$ cat src/rtl/rps_round_ctrl.sv
`default_nettype none
// +----------------------------------------------------------------------------+
// | rps_round_ctrl : rock-paper-scissors round sequencer with tick countdown     |
// | Revision 1.0                                                                 |
// +----------------------------------------------------------------------------+
module rps_round_ctrl #(
    parameter int COUNT_START = 3,
    parameter int HOLD_TICKS  = 2,
    parameter int SCORE_W     = 4
) (
    input  logic               clk,
    input  logic               rst_n,
    input  logic               tick_in,
    input  logic               start,
    input  logic               clear_score,
    input  logic [1:0]         p1_sel,
    input  logic [1:0]         p2_sel,
    output logic [2:0]         countdown,
    output logic               busy,
    output logic [1:0]         result,
    output logic               result_valid,
    output logic [SCORE_W-1:0] score1,
    output logic [SCORE_W-1:0] score2
);

    typedef enum logic [1:0] {
        S_IDLE  = 2'd0,
        S_COUNT = 2'd1,
        S_JUDGE = 2'd2,
        S_HOLD  = 2'd3
    } state_t;

    localparam logic [2:0]         c_count_start = 3'(COUNT_START);
    localparam logic [2:0]         c_hold_ticks  = 3'(HOLD_TICKS);
    localparam logic [SCORE_W-1:0] c_score_max   = '1;

    state_t     r_state;
    logic       r_tick_s1, r_tick_s2, r_tick_d;
    logic [1:0] r_vld;
    logic       r_armed;
    logic [2:0] r_hold;
    logic       w_tick_rise;
    logic [1:0] w_verdict;

    // r_armed blocks a rise until a real low has been seen after reset,
    // so a tick_in already high at reset release does not count.
    always_ff @(posedge clk or negedge rst_n) begin
        if (!rst_n) begin
            r_tick_s1 <= 1'b0;
            r_tick_s2 <= 1'b0;
            r_tick_d  <= 1'b0;
            r_vld     <= 2'b00;
            r_armed   <= 1'b0;
        end else begin
            r_tick_s1 <= tick_in;
            r_tick_s2 <= r_tick_s1;
            r_tick_d  <= r_tick_s2;
            r_vld     <= {r_vld[0], 1'b1};
            r_armed   <= r_armed | (r_vld[1] & ~r_tick_s2);
        end
    end

    assign w_tick_rise = r_tick_s2 & ~r_tick_d & r_armed;

    always_comb begin
        w_verdict = 2'b11;
        if (p1_sel == p2_sel)
            w_verdict = 2'b11;
        else if (p1_sel == 2'b00)
            w_verdict = 2'b10;
        else if (p2_sel == 2'b00)
            w_verdict = 2'b01;
        else if ((p1_sel == 2'b01 && p2_sel == 2'b11) ||
                 (p1_sel == 2'b11 && p2_sel == 2'b10) ||
                 (p1_sel == 2'b10 && p2_sel == 2'b01))
            w_verdict = 2'b01;
        else
            w_verdict = 2'b10;
    end

    always_ff @(posedge clk or negedge rst_n) begin
        if (!rst_n) begin
            r_state      <= S_IDLE;
            countdown    <= 3'd0;
            busy         <= 1'b0;
            result       <= 2'b00;
            result_valid <= 1'b0;
            r_hold       <= 3'd0;
        end else begin
            case (r_state)
                S_IDLE: begin
                    if (start) begin
                        r_state      <= S_COUNT;
                        countdown    <= c_count_start;
                        busy         <= 1'b1;
                        result_valid <= 1'b0;
                    end
                end
                S_COUNT: begin
                    if (w_tick_rise) begin
                        countdown <= countdown - 3'd1;
                        if (countdown == 3'd1)
                            r_state <= S_JUDGE;
                    end
                end
                S_JUDGE: begin
                    result       <= w_verdict;
                    result_valid <= 1'b1;
                    r_hold       <= c_hold_ticks;
                    r_state      <= S_HOLD;
                end
                S_HOLD: begin
                    if (w_tick_rise) begin
                        r_hold <= r_hold - 3'd1;
                        if (r_hold == 3'd1) begin
                            r_state <= S_IDLE;
                            busy    <= 1'b0;
                        end
                    end
                end
                default: begin
                    r_state <= S_IDLE;
                    busy    <= 1'b0;
                end
            endcase
        end
    end

    // Clear has priority over a same-cycle judge increment.
    always_ff @(posedge clk or negedge rst_n) begin
        if (!rst_n) begin
            score1 <= '0;
            score2 <= '0;
        end else if (clear_score) begin
            score1 <= '0;
            score2 <= '0;
        end else if (r_state == S_JUDGE) begin
            if (w_verdict == 2'b01 && score1 != c_score_max)
                score1 <= score1 + 1'b1;
            if (w_verdict == 2'b10 && score2 != c_score_max)
                score2 <= score2 + 1'b1;
        end
    end

endmodule
`default_nettype wire

$ cat config.mk
export PLATFORM = sky130hd
export DESIGN_NAME = rps_round_ctrl
export DESIGN_NICKNAME = d
export VERILOG_FILES = /design/src/rtl/rps_round_ctrl.sv
export SDC_FILE = /design/constraint.sdc
export NUM_CORES = 1
export LEC_CHECK = 0
export ABC_AREA = 0
export CAP_MARGIN = 20
export CORE_UTILIZATION = 54
export CTS_BUF_LIST = sky130_fd_sc_hd__clkbuf_4
export DETAILED_ROUTE_END_ITERATION = 16
export GPL_TIMING_DRIVEN = 1
export PLACE_DENSITY = 0.84
export SYNTH_ARGS = -nofsm -noshare
export SYNTH_HDL_FRONTEND = slang
export SYNTH_SLANG_ARGS = --single-unit
$ cat constraint.sdc
create_clock -name clk -period 2 [get_ports clk]
set_input_delay 0.4 -clock clk [delete_from_list [all_inputs] [get_ports clk]]
set_output_delay 0.4 -clock clk [all_outputs]
set_load 0.05 [all_outputs]
**Word level (Yosys, flattened, before mapping)**

Index checks and enable logic that the tools add are counted.

- Bits in registers: 26
- Latch bits: 0
- RAM bits: 0
- Bits in read-only memories: 0
- Output and inout port bits: 15
- Word-level logic and storage cells: 95
- Memories: 0

- $add $sub $neg: 4
- $mul: 0
- Divide/modulo/power cells: 0
- Order comparisons: 0
- Equality and inequality tests: 21
- Shift-type cells: 0
- Muxes and demuxes: 27
- Bitwise gates (word level): 6
- Reductions and logical operators: 24

Operators with widths:

| operator | count |
|---|---|
| 4-bit 2-to-1 mux | 6 |
| 2-bit 2-to-1 mux | 9 |
| 2-bit equality test (second input constant) | 7 |
| 2-bit nonzero test | 7 |
| 3-bit case mux with 2 select lines | 2 |
| 2-bit inequality test (second input constant) | 5 |
| 3-bit 2-to-1 mux | 3 |
| 4-bit by 1-bit adder with 4-bit output (second input constant) | 2 |
| 2-bit by 1-bit equality test with 1-bit output (second input constant) | 4 |
| 4-bit inequality test (second input constant) | 2 |
| 2-bit case mux with 4 select lines | 1 |
| 2-bit AND reduction | 4 |
| 3-bit by 1-bit equality test with 1-bit output (second input constant) | 2 |
| 2-bit zero test | 3 |
| 3-bit by 1-bit subtractor with 3-bit output (second input constant) | 2 |
| 1-bit logical AND | 5 |
| 5-bit AND reduction | 1 |
| 1-bit 2-to-1 mux | 4 |
| 1-bit case mux with 2 select lines | 2 |
| 4-bit AND reduction | 1 |
| 1-bit AND | 3 |
| 3-bit AND reduction | 1 |
| 2-bit equality test | 1 |
| 1-bit logical OR | 2 |
| 2 further kinds | 3 |

**Longest topological paths before layout**

- Depth in word-level cells: 13
- Mapped depth: 6

**Worst setup path before layout**

Ideal clock, no wire load.

- Kind: register to register
- Start: reg score2[0]
- End: reg score2[3]
- Data arrival time: 1.573 ns
- Data required time: 1.872 ns
- Setup slack: 0.300 ns
- Stages on the path, launching flop included: 6
- Path buffers: 0
- Cells stage by stage: dfrtp_1 -> ha_1 -> nand3_1 -> nand2_1 -> a211oi_1 -> mux2_1

- Longest elaborated chain between the ends: 4
- Elaborated cells on any way between the ends: 8
- Classes of those cells: add/sub: 1; eq/ne: 1; mux: 3; reduce/logical: 3

RTL lines:

| element | line | source |
|---|---|---|
| from (decl) | 23 | `output logic [SCORE_W-1:0] score2` |
| from (signal assigned) | 141 | `score2 <= score2 + 1'b1;` |
| 4-bit by 1-bit adder with 4-bit output / 4-bit inequality test (equally long branches) | 141, 140 |  |
| 4-bit 2-to-1 mux / 1-bit logical AND (equally long branches) | 140 | `if (w_verdict == 2'b10 && score2 != c_score_max)` |
| 4-bit 2-to-1 mux / 2-bit nonzero test (equally long branches) | n/a |  |
| 4-bit 2-to-1 mux / 2-bit AND reduction (equally long branches) | n/a |  |

Several ways; a longest one is shown, not always the timed one. The select of a mux whose other input is x is not followed.
A chain may end at the register's enable or synchronous reset.

**Final worst setup path**

- Start: reg result_valid
- End: out result_valid

RTL lines:

| element | line | source |
|---|---|---|
| from (decl) | 21 | `output logic result_valid,` |
| from (signal assigned) | 87 | `result_valid <= 1'b0;` |
| from (signal assigned) | 96 | `result_valid <= 1'b0;` |
| from (signal assigned) | 108 | `result_valid <= 1'b1;` |

No word-level cell between the ends.

==> flow_metrics.env <==
export IMPL_status="completed"
export IMPL_cts_sinks=26
export IMPL_synth_distinct_cells=31
export IMPL_cp_data_arrival_time_ps=1530
export IMPL_relSlewSlack_pct=65.7
export IMPL_fin_worst_skew_ps=0.962
export IMPL_clockRootBuffer="clkbuf_4"
export IMPL_ys_warn_count=0
export IMPL_grt_antenna_before_repair=0
export IMPL_grt_overflow=0
export IMPL_cpPeakStageDelay_ps=810
export IMPL_holdWs_ps=366
export IMPL_cts_buffers=3
export IMPL_power_per_cell_area_mw_per_mm2=1140
export IMPL_synth_seq_cells=26
export IMPL_hold_viol=0
export IMPL_p_sw_uw=814
export IMPL_grt_usage_pct=21.7
export IMPL_path_cells="clkdlybuf4s50_1"
export IMPL_die_area_sq_mm=0.00284
export IMPL_num_nets_final=191
export IMPL_crit_family="buffers and inverters"
export IMPL_area_delta_synth_final_pct=25.2
export IMPL_start_util_pct=57.4
export IMPL_synthArstFlopShare_pct=100
export IMPL_postRouteAntennaNets=0
export IMPL_synth_area_sq_mm=0.00142
export IMPL_netlist_area_leader_share_pct=45.7
export IMPL_synth_top_cell_by_area="dfrtp_1"
export IMPL_syn_area_per_cell_sq_um=10.0
export IMPL_period_needed_ps=1930
export IMPL_yosysSeqAreaShare_pct=45.7
export IMPL_tightestPinTransition_ps=513
export IMPL_die_h_um=53.3
export IMPL_avgRoutedWirePerCell_um=13.1
export IMPL_drc_errors=0
export IMPL_path_clk_slew_ps=140
export IMPL_syn_inst=142
export IMPL_clockBufferDepth=2
export IMPL_rsz0062_at_grt="false"
export IMPL_layoutNonFillerInstCount=201
export IMPL_p_leak_nw=0.921
export IMPL_fillCellCount=183
export IMPL_clk_latency_ps=330
export IMPL_rrSetupSlack_ps=290
export IMPL_dp_hpwl_um=1970
export IMPL_num_antenna_cells=0
export IMPL_synth_top_flop_cell="dfrtp_1"
export IMPL_cp_slowest_cell="clkdlybuf4s50_1"
export IMPL_endpoint_kind="output pin"
export IMPL_post_cts_buffers=0
export IMPL_drt_iter0_drc=9
export IMPL_via_per_inst=5.47
export IMPL_pwr_share_seq_pct=35.9
export IMPL_grt_pass1_vias=1040
export IMPL_comb_power_share_pct=46.2
export IMPL_wl_um=2630
export IMPL_io_buffers=23
export IMPL_startpoint_type="flop"
export IMPL_hold_start="r_vld[0]"
export IMPL_fmax_ghz=0.517
export IMPL_cts_tree="built"
export IMPL_vias=1100
export IMPL_r2r_end="score2[3]"
export IMPL_crit_type="reg -> out"
export IMPL_p_clk_share_pct=17.9
export IMPL_reg2reg_depth=5
export IMPL_fin_crit_sh_pct=96.7
export IMPL_grt_pass1_wl_um=4350
export IMPL_gp_congestion=0.725
export IMPL_power_switching_share_pct=40.2
export IMPL_max_cap_viol_count=0
export IMPL_num_io_pins=24
export IMPL_p_int_mw=1.21
export IMPL_r2r_start="r_state[0]"
export IMPL_slew_viol_final=0
export IMPL_core_area_sq_mm=0.00248
export IMPL_hold_path_end="r_vld[1]"
export IMPL_crit_fanout=3
export IMPL_min_delay_path_class="reg -> reg"
export IMPL_grt_max_degree=27
export IMPL_synth_area_top_cells="dfrtp_1 (46%), ha_1 (8.8%), mux2i_1 (4.9%)"
export IMPL_die_w_um=53.3
export IMPL_rows=18
export IMPL_synth_fp_nets=161
export IMPL_drive_gt1_share_pct=8.77
export IMPL_firstDrtPassIters=5
export IMPL_critPathBufInv=1
export IMPL_finalSetupViolations=0
export IMPL_dp_cells=197
export IMPL_ir_drop_mv=0.886
export IMPL_worstPathRequired_ps=1600
export IMPL_h_tree_depth=1
export IMPL_synth_edff_count=0
export IMPL_whs_path_depth=0
worst max path at each step:
stage                 start      endpoint  slack (ps)  cells after the start
2_1_floorplan     score2[0]     score2[3]         300                      5
3_3_place_gp      p2_sel[0]     score2[0]          40                      5
3_5_place_dp      p1_sel[0]     score1[3]         -30                      5
4_1_cts           score2[3]     score2[3]           1                      1
5_1_grt        result_valid  result_valid           9                      1
6_report       result_valid  result_valid          70                      1
area by class of cell:
class                      instances  area (sq um)  share of cell area [%]
clock buffer                       3          22.5                    1.26
clock inverter                     1          30.0                    1.69
inverter                           8          30.0                    1.69
multi-input combinational        105           731                    41.0
sequential                        26           651                    36.5
tap                               30          37.5                    2.11
timing repair buffer              28           280                    15.7
through the flow:
stage          total power [mW]  setup TNS, ps  setup slack, ps  area (sq um)  utilization, %
2_1_floorplan              1.38              0              300          1420               -
3_3_place_gp               1.63              0             38.7          1720            69.3
3_5_place_dp               1.68          -54.3            -31.5          1720            69.3
4_1_cts                    2.03              0             1.16          1760            71.2
5_1_grt                    2.15              0             8.57          1780            71.9
6_report                   2.02              0             65.3          1780            71.9
power by group through the flow:
stage	combinational [mW]	sequential [mW]	clock, mW
global placement	0.899	0.726	0
finish	0.936	0.726	0.363
global route	1.03	0.739	0.387
floorplan	0.466	0.917	0
detailed placement	0.943	0.737	0
CTS	0.941	0.726	0.367
state kept, by name (all words and copies together), names as in the netlist:
register	count
score1	4
score2	4
countdown	3
r_hold	3
r_state	2
r_vld	2
result	2
busy	1
r_armed	1
r_tick_d	1
r_tick_s1	1
r_tick_s2	1
result_valid	1
metal layers:
layer / part of all wire (%) / track usage, % / up-vias
met3: 4.0 / 3.74 / 5
met4: 1.7 / 9.21 / 0
met1: 45 / 24.2 / 522
met5: 0 / 0 / -
li1: - / - / 548
met2: 49 / 39.8 / 25
layout by cell type (no fill, tap or decap), drive strengths merged, types with 3 or more instances in the layout:
cell	synthesis	routed
mux2	7	7
clkdlybuf4s50	0	12
nand3	10	10
mux2i	7	7
dfrtp	26	26
nand2	9	9
nand2b	9	9
dlymetal6s2s	0	7
buf	0	5
nor2	13	13
o21ai	9	9
a21oi	6	6
ha	10	10
inv	8	8
clkbuf	3	3
dlygate4sd2	0	4
nor2b	6	6
Yosys cell counts (all sizes together), types with 2 or more instances:
cell    number
a21o         2
nand3       10
nor2        13
nand2        9
inv          8
nor2b        6
mux2i        7
nand2b       9
nor3         2
o21ai        9
ha          10
mux2         7
and3b        2
nand3b       2
a21oi        6
dfrtp       26
clkbuf       3
kinds of logic after synthesis:
logic type	share of synthesized area, %
adder cells (fa/ha/maj)	8.80
other	0.264
flip-flops	45.7
XOR/XNOR	0.616
AO/OA/AOI/OAI	10.2
multiplexers	10.7
AND/OR/NAND/NOR	20.8
buffers and inverters	2.90
what timing repair did:
action | CTS | global route
setup endpoints to repair | 4 | 7
hold buffers | 0 | 0
resized for setup | 4 | 7
gates cloned | 0 | 0
hold endpoints to repair | 0 | 0
(Power assumes the default switching activity.)
